==> config.mk <==
export PLATFORM = sky130hd
export DESIGN_NAME = wb_uart_tx_slave
export DESIGN_NICKNAME = d
export VERILOG_FILES = /design/src/rtl/wb_uart_tx_slave.sv
export SDC_FILE = /design/constraint.sdc
export NUM_CORES = 1
export LEC_CHECK = 0
export BUFFER_PORTS_ARGS = -buffer_cell sky130_fd_sc_hd__buf_2
export CORE_ASPECT_RATIO = 1.2
export CORE_MARGIN = 2
export CORE_UTILIZATION = 53
export CTS_CLUSTER_DIAMETER = 50
export DETAILED_ROUTE_END_ITERATION = 6
export PLACE_DENSITY_LB_ADDON = 0.25
export SLEW_MARGIN = 10
export SYNTH_ARGS = -nofsm -noshare
export SYNTH_HDL_FRONTEND = slang
export SYNTH_SLANG_ARGS = --single-unit
export TNS_END_PERCENT = 50
==> constraint.sdc <==
create_clock -name wb_clk_i -period 5.9 [get_ports wb_clk_i]
set_input_delay 1.18 -clock wb_clk_i [delete_from_list [all_inputs] [get_ports wb_clk_i]]
set_output_delay 1.18 -clock wb_clk_i [all_outputs]
set_load 0.1 [all_outputs]
==> src/rtl/wb_uart_tx_slave.sv <==
// Wishbone B4 pipelined slave: TX FIFO feeding an 8N1 serialiser.
// Registers: 0 TXDATA (W), 1 STATUS (R), 2 BAUDDIV (RW), 3 unmapped (err).
module wb_uart_tx_slave #(
    parameter int unsigned FIFO_DEPTH    = 16,
    parameter logic [15:0] BAUDDIV_RESET = 16'd3
) (
    input  logic        wb_clk_i,
    input  logic        wb_rst_i,
    input  logic        wb_cyc_i,
    input  logic        wb_stb_i,
    input  logic        wb_we_i,
    input  logic [31:0] wb_adr_i,
    input  logic [31:0] wb_dat_i,
    input  logic [3:0]  wb_sel_i,
    output logic        wb_stall_o,
    output logic        wb_ack_o,
    output logic [31:0] wb_dat_o,
    output logic        wb_err_o,
    output logic        tx_o,
    output logic        irq_o
);

    localparam int unsigned AW = $clog2(FIFO_DEPTH);

    typedef enum logic [1:0] {S_IDLE, S_START, S_DATA, S_STOP} tx_state_t;

    tx_state_t   r_state;
    tx_state_t   w_state_nxt;
    logic [15:0] r_cnt;
    logic [7:0]  r_shift;
    logic [2:0]  r_bit;
    logic [15:0] r_baud;
    logic [AW:0] r_wr_ptr;
    logic [AW:0] r_rd_ptr;
    logic [7:0]  r_mem [FIFO_DEPTH];
    logic        r_ack;
    logic        r_err;
    logic [31:0] r_dat;

    logic        w_full;
    logic        w_empty;
    logic        w_push;
    logic        w_pop;
    logic [1:0]  w_off;
    logic        w_req;
    logic        w_txw;
    logic        w_accept;
    logic        w_baud_wr;
    logic [31:0] w_rdata;
    logic        w_cnt_zero;
    logic        w_tx;
    logic        w_busy;
    logic        w_unused;

    assign w_unused = &{1'b0, wb_adr_i[31:4], wb_adr_i[1:0], wb_dat_i[31:16], wb_sel_i[3:2]};

    assign w_empty = (r_wr_ptr == r_rd_ptr);
    assign w_full  = (r_wr_ptr[AW] != r_rd_ptr[AW]) &&
                     (r_wr_ptr[AW-1:0] == r_rd_ptr[AW-1:0]);

    assign w_off      = wb_adr_i[3:2];
    assign w_req      = wb_cyc_i & wb_stb_i;
    assign w_txw      = wb_we_i & (w_off == 2'd0) & wb_sel_i[0];
    assign wb_stall_o = w_req & w_txw & w_full;
    assign w_accept   = w_req & ~wb_stall_o;
    assign w_push     = w_accept & w_txw;
    assign w_baud_wr  = w_accept & wb_we_i & (w_off == 2'd2);
    assign w_pop      = (r_state == S_IDLE) & ~w_empty;
    assign w_cnt_zero = (r_cnt == 16'd0);

    // Read data as seen before this cycle's push/pop
    always_comb begin
        w_rdata = '0;
        if (!wb_we_i) begin
            case (w_off)
                2'd1:    w_rdata[2:0]  = {w_busy, w_empty, w_full};
                2'd2:    w_rdata[15:0] = r_baud;
                default: w_rdata = '0;
            endcase
        end
    end

    // Registered response: one ack or err per accepted request
    always_ff @(posedge wb_clk_i or posedge wb_rst_i) begin
        if (wb_rst_i) begin
            r_ack <= 1'b0;
            r_err <= 1'b0;
            r_dat <= '0;
        end else begin
            r_ack <= w_accept & (w_off != 2'd3);
            r_err <= w_accept & (w_off == 2'd3);
            r_dat <= w_accept ? w_rdata : '0;
        end
    end

    assign wb_ack_o = r_ack & wb_cyc_i;
    assign wb_err_o = r_err & wb_cyc_i;
    assign wb_dat_o = wb_ack_o ? r_dat : '0;

    // Baud divisor with byte-lane writes
    always_ff @(posedge wb_clk_i or posedge wb_rst_i) begin
        if (wb_rst_i) begin
            r_baud <= BAUDDIV_RESET;
        end else if (w_baud_wr) begin
            if (wb_sel_i[0]) r_baud[7:0]  <= wb_dat_i[7:0];
            if (wb_sel_i[1]) r_baud[15:8] <= wb_dat_i[15:8];
        end
    end

    // FIFO pointers, wrapping modulo 2*FIFO_DEPTH
    always_ff @(posedge wb_clk_i or posedge wb_rst_i) begin
        if (wb_rst_i) begin
            r_wr_ptr <= '0;
            r_rd_ptr <= '0;
        end else begin
            if (w_push) r_wr_ptr <= r_wr_ptr + 1'b1;
            if (w_pop)  r_rd_ptr <= r_rd_ptr + 1'b1;
        end
    end

    // FIFO storage
    always_ff @(posedge wb_clk_i) begin
        if (w_push) r_mem[r_wr_ptr[AW-1:0]] <= wb_dat_i[7:0];
    end

    // TX state register
    always_ff @(posedge wb_clk_i or posedge wb_rst_i) begin
        if (wb_rst_i) r_state <= S_IDLE;
        else          r_state <= w_state_nxt;
    end

    // TX next-state: each phase lasts until the baud counter reaches zero
    always_comb begin
        w_state_nxt = r_state;
        case (r_state)
            S_IDLE:  if (!w_empty) w_state_nxt = S_START;
            S_START: if (w_cnt_zero) w_state_nxt = S_DATA;
            S_DATA:  if (w_cnt_zero && (r_bit == 3'd7)) w_state_nxt = S_STOP;
            S_STOP:  if (w_cnt_zero) w_state_nxt = S_IDLE;
            default: w_state_nxt = S_IDLE;
        endcase
    end

    // TX datapath: baud counter reloads from BAUDDIV at every bit boundary
    always_ff @(posedge wb_clk_i or posedge wb_rst_i) begin
        if (wb_rst_i) begin
            r_cnt   <= '0;
            r_shift <= '0;
            r_bit   <= '0;
        end else begin
            case (r_state)
                S_IDLE: begin
                    if (w_pop) begin
                        r_shift <= r_mem[r_rd_ptr[AW-1:0]];
                        r_cnt   <= r_baud;
                    end
                end
                S_START: begin
                    if (w_cnt_zero) begin
                        r_cnt <= r_baud;
                        r_bit <= 3'd0;
                    end else begin
                        r_cnt <= r_cnt - 16'd1;
                    end
                end
                S_DATA: begin
                    if (w_cnt_zero) begin
                        r_cnt   <= r_baud;
                        r_bit   <= r_bit + 3'd1;
                        r_shift <= {1'b0, r_shift[7:1]};
                    end else begin
                        r_cnt <= r_cnt - 16'd1;
                    end
                end
                default: begin
                    if (!w_cnt_zero) r_cnt <= r_cnt - 16'd1;
                end
            endcase
        end
    end

    // TX outputs decoded from state
    always_comb begin
        w_tx   = 1'b1;
        w_busy = (r_state != S_IDLE);
        case (r_state)
            S_START: w_tx = 1'b0;
            S_DATA:  w_tx = r_shift[0];
            default: w_tx = 1'b1;
        endcase
    end

    assign tx_o  = w_tx;
    assign irq_o = w_empty & ~w_busy;

endmodule

==> After elaboration in Yosys (flattened, before gate mapping) <==
Memories as Yosys holds them, arrays and structs flattened.
Cells that the tools add are included.
{ "totals": {"reg_bits": 73, "ram_bits": 128, "in_bits": 73, "output_inout_bits": 37, "elab_cells": 90, "n_memories": 1} }
{ "classes": {"n_addsub": 4, "eq_ne": 18, "muxes": 23, "bitwise_logic": 18, "n_reduce_logical": 15} }
{ "mem_list": {"columns": ["memory", "depth", "word_bits", "read_ports", "rd_ports_with_merged_regs", "wr", "line_no", "text"], "rows": [
  ["r_mem", 16, 8, 1, 0, 1, "35", "logic [7:0] r_mem [FIFO_DEPTH];"]
]} }
{ "op_table": {"columns": ["cell", "count"], "rows": [
  ["two-way mux 16 bit", 6],
  ["case mux 16 bit (2 select lines)", 1],
  ["zero test 16 bit", 1],
  ["two-way mux 8 bit", 2],
  ["case mux 8 bit (2 select lines)", 1],
  ["subtractor 16 x 1 -> 16 bit (second input constant)", 1],
  ["bitwise AND 1 bit", 15],
  ["!= test 2 bit (second input constant)", 7],
  ["two-way mux 13 bit", 1],
  ["case mux 3 bit (2 select lines)", 2],
  ["adder 5 x 1 -> 5 bit (second input constant)", 2],
  ["== test 2 bit (second input constant)", 4],
  ["two-way mux 2 bit", 4],
  ["case mux 2 bit (4 select lines)", 1],
  ["two-way mux 3 bit", 2],
  ["AND reduction 2 bit", 3],
  ["AND reduction 3 bit", 2],
  ["nonzero test 2 bit", 3],
  ["== test 5 bit", 1],
  ["== test 2 x 1 -> 1 bit (second input constant)", 2],
  ["== test 4 bit", 1],
  ["zero test 2 bit", 2],
  ["AND reduction 4 bit", 1],
  ["adder 3 x 1 -> 3 bit (second input constant)", 1],
  ["other kinds (8)", 12]
]} }

==> Depth between registers and ports, before layout <==
Gate-level depths: netlist (run 1).
{ "logic_depth": {"word_depth": 10, "depth_mapped": 12, "depth_no_buf": 8} }

==> Worst setup path before layout (run 1) <==
OpenSTA, ideal clock, no wires.
{ "synth_path": {"path_type": "input-to-output", "startpoint": "in wb_adr_i[2]", "endpoint": "out wb_stall_o", "arrival_ps": 3666, "required_ps": 4720, "path_slack_ps": 1054, "cell_stages": 4, "path_buffers": 0, "cell_sequence": "inv_1 ha_1 nand3_1 nor3_1"} }
{ "synth_via": {"elab_chain_cells": 5} }
{ "synth_rtl": {"columns": ["element", "line_no", "text"], "rows": [
  ["start, declared", "12", "input logic [31:0] wb_adr_i,"],
  ["zero test 2 bit", "63", "assign w_txw = wb_we_i & (w_off == 2'd0) & wb_sel_i[0];"],
  ["bitwise AND 1 bit (2 in series)", "63", null],
  ["bitwise AND 1 bit (2 in series)", "64", "assign wb_stall_o = w_req & w_txw & w_full;"],
  ["end, declared", "15", "output logic wb_stall_o,"]
]} }
No other way between the ends.

==> Final worst setup path (run 1) <==
{ "layout_path": {"startpoint": "reg r_state[1]", "endpoint": "out irq_o"} }
{ "layout_via": {"elab_chain_cells": 3} }
{ "layout_rtl": {"columns": ["element", "line_no", "text"], "rows": [
  ["start, declared", "27", "tx_state_t r_state;"],
  ["start signal, assigned", "129", "else r_state <= w_state_nxt;"],
  ["nonzero test 2 bit", "185", "w_busy = (r_state != S_IDLE);"],
  ["NOT 1 bit", "194", "assign irq_o = w_empty & ~w_busy;"],
  ["bitwise AND 1 bit", "194", null],
  ["end, declared", "20", "output logic irq_o"]
]} }
No other way between the ends.

==> results of run 1 <==
-- synth_stat cells (10+ instances only) --
cell        n
a21oi_1    18
and3_1     30
buf_4      18
clkbuf_1   21
dfrtp_1    71
edfxtp_1  128
ha_1       17
inv_1      15
mux2_2     25
mux4_2     33
nand2_1    31
nand3_1    11
nor2_1     36
nor3_1     15
o21ai_0    14
o22ai_1    10
xnor2_1    15
-- how the worst max path moves through the flow --
stage / startpoint / to / slack [ns] / depth (start not counted)
after CTS: r_state[1]$_DFFE_PP0P_ / irq_o / 1.66 / 6
after global placement: wb_cyc_i / wb_stall_o / 2.00 / 5
final: r_state[1]$_DFFE_PP0P_ / irq_o / 1.64 / 6
after detailed placement: wb_cyc_i / wb_stall_o / 1.97 / 5
after global routing: r_state[1]$_DFFE_PP0P_ / irq_o / 1.47 / 6
after floorplan: wb_adr_i[2] / wb_stall_o / 1.05 / 4
-- critical path: cells and delay by family, from the launching register on --
| family | cells | cell delay, ns |
|---|---|---|
| buffers and inverters | 4 | 1.32 |
| DFF | 1 | 0.40 |
| adders and majority gates | 1 | 0.55 |
| and+or+nand+nor | 1 | 0.28 |
-- kinds of logic after synthesis --
group           Yosys count  synth area share (%)
fa+ha+maj                17                  2.33
buf+inv                  71                  4.11
xor+xnor                 18                  1.72
simple gates            172                  10.2
flops                   201                  62.0
mux                      59                  11.3
other cells               1                0.0410
compound gates          102                  8.20
-- registers in the layout, summed over array words and instances, names as in the netlist --
signal and count:
r_state 2, r_dat 16, r_shift 8, r_bit 3, r_mem 128, r_err 1, r_baud 16, r_ack 1
r_wr_ptr 5, r_rd_ptr 5, r_cnt 16
-- metal layers --
layer  share of wire (%)  global-route usage, %
met5                   0                      0
met3                 4.8                   2.85
met2                  49                   36.1
met1                  42                   29.7
met4                 4.3                   8.99
-- where the power goes --
| group | switching, mW | leakage [nW] | internal, mW |
|---|---|---|---|
| Combinational | 1.00 | 1.54 | 0.684 |
| Clock | 0.542 | 0.370 | 0.890 |
| Sequential | 0.148 | 2.09 | 1.64 |
-- cell usage in the layout, fill, tap and decap left out, types with 4 or more instances in the layout --
cell type and instances:
a211oi_1 9, clkbuf_1 4, ha_1 17, nor2_1 36, dfrtp_1 70, edfxtp_1 128, o22ai_1 10, nor3_1 15
a22o_1 4, and3_1 30, and2_1 4, nand4_1 5, o21ai_0 14, a21o_1 5, xnor2_1 15, a22oi_1 4
clkinv_1 5, nand2_1 31, nand2b_1 5, bufinv_16 4, nand3_1 11, conb_1 16, or3_1 7, o31ai_1 7
mux2_2 25, clkbuf_16 23, inv_1 14, mux4_2 33, buf_2 45, buf_4 10, nor2b_1 8, a21oi_1 18
-- area by class of cell --
class                   instances  area, µm²  share of cell area [%]
clock inverters                13        171                    1.68
flip-flops and latches        201       5670                    55.5
multi-input cells             384       3150                    30.8
inverters                      17       63.8                   0.624
clock buffers                  27        591                    5.78
well taps                     216        270                    2.64
repair buffers                 55        300                    2.94
==> impl_metrics.tcl, run 1 <==
set metrics [dict create \
    cts_sinks 201 \
    overflow 0 \
    synth-main-ff-cell "edfxtp_1" \
    hpwl_um 12700 \
    avgSynthCellArea_um2 14.3 \
    pin_count 110 \
    coreArea_um2 16900 \
    crit_path_end_kind "output port" \
    worstSetupPathType "flop to output port" \
    async_reset_ff_share_pct 36.3 \
    wl_per_cell_um 21.5 \
    finalWeightedCongestion 0.873 \
    critPathMaxStageDelay_ns 0.55 \
    initial_core_util_pct 54.1 \
    layout-drive-gt1-share_pct 24.7 \
    min_to "r_shift[4]$_DFFE_PP0P_" \
    fin_crit_ns 4.26 \
    final-hold-violation-count 0 \
    stdcell_area_um2 10200 \
    min_path_cells 2 \
    cp_data_required_time_ns 4.72 \
    tightest_slew_ns 0.980 \
    grtUsageTotal_pct 22.0 \
    fin_crit_sh_pct 72.2 \
    ys_seq_elements 201 \
    yosys.area.top_type_share_pct 42.0 \
    power.density_nw_per_um2 480 \
    grt_max_degree 74 \
    max_freq_mhz 235 \
    maxSlewViolCount 0 \
    drc 0 \
    rsz0062_at_grt "no" \
    ant_nets 0 \
    yosys_warnings 0 \
    cp_max_fo 14 \
    r2r-end "r_cnt[12]$_DFFE_PP0P_" \
    max_slew_margin_pct 34.4 \
    pre_cts_slack_ns 1.97 \
    die_w_um 124 \
    holdWs_ns 0.484 \
    yosys.area.top_type "edfxtp_1" \
    area_growth_pct 11.8 \
    fp.dieArea_um2 18300 \
    cp-start-kind "flop" \
    placed_area_um2 9460 \
    r2r-start "r_state[1]$_DFFE_PP0P_" \
    setup_tns_ns 0 \
    syn_inst 641 \
    final_core_util_pct 60.4 \
    final_cells 913 \
    fin_ws_ns 1.64 \
    outcome "completed" \
    die_h_um 148 \
    grt_pass1_wl_um 30600 \
    reg2regPathDepth 8 \
    fillers 1288 \
    row_count 52 \
    htreeDepth 1 \
    routed_via_density 6.04 \
    yosysSeqAreaShare_pct 62.0 \
    drt-pass1-iter-count 5 \
    setup_viol_count_final 0 \
    clock_path_buffers 3 \
    clock_skew_ns 0.0185 \
    cts_hold_buf 0 \
    worstHoldStart "r_shift[4]$_DFFE_PP0P_" \
    peakVddDrop_uv 256 \
    ys_top_cells_by_area "edfxtp_1, dfrtp_1, mux4_2" \
    p_leak_nw 4.01 \
    cts-root-buf "clkbuf_16" \
    cpMaxStageDelayCell "ha_1" \
    cp_data_arrival_time_ns 3.08 \
    post-cts-setup-buffers 0 \
    drt-total-wl_um 19600 \
    syn_area_um2 9140 \
    total_power_mw 4.91 \
    min_path_type "flop to flop" \
    clkLatencyLatePin_ns 0.50 \
    dp.cells 873 \
    io_buffer_count 45 \
    rrSetupSlack_ns 2.65 \
    grt_antenna_before_repair 0 \
    clk_pin_slew_ns 0.06 \
    numCtsBuffers 22 \
    nets 771 \
    dr.first_iter.drc_count 492 \
    ctsResizeCount 0 \
    cts_tree "yes" \
    diodes 0 \
    synth-edff-count 128 \
    drv_cap 0 \
    vias 5512 \
    synth_cell_types 69 \
    crit_chain "inv_1, ha_1, clkinv_1, nor3_1, buf_4, buf_2" \
    grt_pass1_vias 5569 \
]
No activity file was read; power rests on OpenSTA's default activity.
==> inputs of run 2 (changes only) <==
==> constraint.sdc (replaced) <==
create_clock -name wb_clk_i -period 3.8 [get_ports wb_clk_i]
set_input_delay 0.76 -clock wb_clk_i [delete_from_list [all_inputs] [get_ports wb_clk_i]]
set_output_delay 0.76 -clock wb_clk_i [all_outputs]
set_load 0.1 [all_outputs]
==> run 2 against run 1 <==
  * Utilization rose by 0.90 points
  * Non-clock buffer count rose by 13
  * Flip-flop and latch count did not move
  * Hold slack got worse by 0.34 ns
  * Clock power rose by 58%
  * Cell area rose by 1.5%
  * Sequential share of layout area fell by 0.82 points
  * Routed wire length fell by 0.62%
  * Die area did not move
  * Largest cell class unchanged
  * Largest power group unchanged
==> impl_metrics.tcl, run 2 (same netlist as run 1, synthesis figures left out) <==
set metrics [dict create \
    placed_area_um2 9580 \
    maxSlewViolCount 0 \
    mostFrequentLayoutCells "edfxtp_1, dfrtp_1, buf_2" \
    coreArea_um2 16900 \
    finalWeightedCongestion 0.850 \
    cts_sinks 201 \
    clkLatencyLatePin_ns 0.53 \
    cp_data_required_time_ns 3.04 \
    drv_cap 0 \
    pin_count 110 \
    worst-path-buf-inv 4 \
    cp_max_fo 14 \
    htreeDepth 1 \
    max_freq_mhz 308 \
    row_count 52 \
    grt_pass1_wl_um 30200 \
    die_w_um 124 \
    worstSetupEndpoint "irq_o" \
    numCtsBuffers 24 \
    p_sw_mw 2.73 \
    crit_cells 6 \
    die_h_um 148 \
    drc 0 \
    fin_crit_sh_pct 85.4 \
    p_sw_share_pct 35.5 \
    critPathMaxStageDelay_ns 0.54 \
    io_buffer_count 45 \
    outcome "completed" \
    fin_crit_ns 3.25 \
    dr.first_iter.drc_count 452 \
    vias 5582 \
    grtUsageTotal_pct 21.8 \
    layout-drive-gt1-share_pct 27.0 \
    diodes 0 \
    cts-root-buf "clkbuf_16" \
    cts_tree "yes" \
    worstSetupPathType "flop to output port" \
    initial_core_util_pct 54.1 \
    ant_nets 0 \
    nets 786 \
    grt_max_degree 36 \
    clk_pin_slew_ns 0.06 \
    cp_data_arrival_time_ns 2.49 \
    rsz0062_at_grt "no" \
    routed_via_density 6.00 \
    peakVddDrop_uv 435 \
    drt-pass1-iter-count 5 \
    clock_skew_ns 0.0325 \
    grt_pass1_vias 5554 \
    grt_antenna_before_repair 0 \
    cpMaxStageDelayCell "ha_1" \
    power.density_nw_per_um2 741 \
    drt-total-wl_um 19500 \
    r2r-end "r_cnt[12]$_DFFE_PP0P_" \
    final_common_cell "edfxtp_1" \
    internal-power_mw 4.96 \
    combPwrFrac_pct 34.5 \
    hpwl_um 12800 \
    wl_per_cell_um 21.0 \
    stdcell_area_um2 10400 \
    fp.dieArea_um2 18300 \
    clock_path_buffers 3 \
    setup_tns_ns 0 \
    rrSetupSlack_ns 0.68 \
    crit_path_end_kind "output port" \
    final_core_util_pct 61.3 \
    pwr-share-clk_pct 29.4 \
    max_slew_margin_pct 43.9 \
    crit_chain "inv_1, ha_1, clkinv_1, nor3_1, buf_4, buf_12" \
    reg2regPathDepth 9 \
    total_power_mw 7.69 \
    cpLargestDelayFamily "buffers and inverters" \
    ctsResizeCount 0 \
    cts_hold_buf 0 \
    cp-start-kind "flop" \
    setup_viol_count_final 0 \
    final-hold-violation-count 0 \
    largest_reg_flops 128 \
    tightest_slew_ns 0.838 \
    overflow 0 \
    p_leak_nw 4.09 \
    r2r-start "r_cnt[0]$_DFFE_PP0P_" \
    post-cts-setup-buffers 0 \
    startpoint "r_state[0]$_DFFE_PP0P_" \
    area_growth_pct 13.5 \
    min_path_type "input pin to asynchronous set/reset pin" \
    power_frac_seq_pct 36.1 \
]
## run 2: cell count changes in the layout (fill, tap and decap cells not counted)
| cell | change |
|---|---|
| buf_4 | +13 |
| clkinv_4 | +4 |
| clkbuf_1 | -3 |
| bufinv_16 | -2 |
| clkinvlp_4 | +2 |
| buf_12 | +1 |
| buf_2 | -1 |
| clkbuf_16 | +1 |
| clkinv_2 | -1 |
| clkinv_8 | +1 |
| inv_6 | +1 |
| inv_8 | +1 |
| nor3_1 | -1 |
| nor3_2 | +1 |
## run 2: layout make-up
cell class                 instances  area (µm²)
clock buffer                      25         604
clock inverter                    19         193
fill                            1265        6540
inverter                          17        63.8
multi-input combinational        384        3160
sequential                       201        5670
tap                              216         270
timing repair buffer              68         413
## run 2: worst min path at each step
stage | from | endpoint | slack (ns) | depth (start not counted)
2_1_floorplan | r_shift[2]$_DFFE_PP0P_ | r_shift[2]$_DFFE_PP0P_ | 0.45 | 2
4_1_cts | wb_rst_i | r_rd_ptr[2]$_DFFE_PP0P_ | 0.15 | 2
3_5_place_dp | r_shift[6]$_DFFE_PP0P_ | r_shift[6]$_DFFE_PP0P_ | 0.47 | 2
5_1_grt | wb_rst_i | r_rd_ptr[2]$_DFFE_PP0P_ | 0.15 | 2
3_3_place_gp | r_shift[2]$_DFFE_PP0P_ | r_shift[2]$_DFFE_PP0P_ | 0.47 | 2
6_report | wb_rst_i | r_rd_ptr[2]$_DFFE_PP0P_ | 0.14 | 2
## run 2: layer usage
| layer | wire (µm) | part of all wire (%) | global-route usage, % | vias up |
|---|---|---|---|---|
| li1 | - | - | - | 2518 |
| met1 | 7780 | 40 | 29.6 | 2803 |
| met2 | 9860 | 50 | 35.4 | 219 |
| met3 | 1160 | 5.9 | 3.32 | 42 |
| met4 | 737 | 3.8 | 8.99 | 0 |
| met5 | 0 | 0 | 0 | - |
## run 2: power by group through the flow
| stage | Clock, mW | Sequential (mW) | Combinational (mW) |
|---|---|---|---|
| 3_3_place_gp | 0 | 2.80 | 2.54 |
| 3_5_place_dp | 0 | 2.81 | 2.63 |
| 5_1_grt | 2.40 | 2.80 | 2.85 |
| 2_1_floorplan | 0 | 2.72 | 2.16 |
| 6_report | 2.26 | 2.78 | 2.65 |
| 4_1_cts | 2.30 | 2.77 | 2.64 |
## run 2: stage by stage
| step | cells | hold slack (ns) | worst slack (ns) |
|---|---|---|---|
| 3_5_place_dp | 886 | 0.475 | 0.747 |
| 2_1_floorplan | 656 | 0.448 | 0.405 |
| 3_3_place_gp | 886 | 0.467 | 0.827 |
| 6_report | 930 | 0.141 | 0.553 |
| 5_1_grt | 930 | 0.149 | 0.385 |
| 4_1_cts | 930 | 0.145 | 0.556 |
## run 2: worst reg2reg max path: cells and delay by family, from the launching register on
family,cells,cell delay (ns)
DFF,1,0.42
and+or+nand+nor,3,1.35
buffers and inverters,2,0.33
adders and majority gates,1,0.18
AOI/OAI and AO/OA,3,0.72
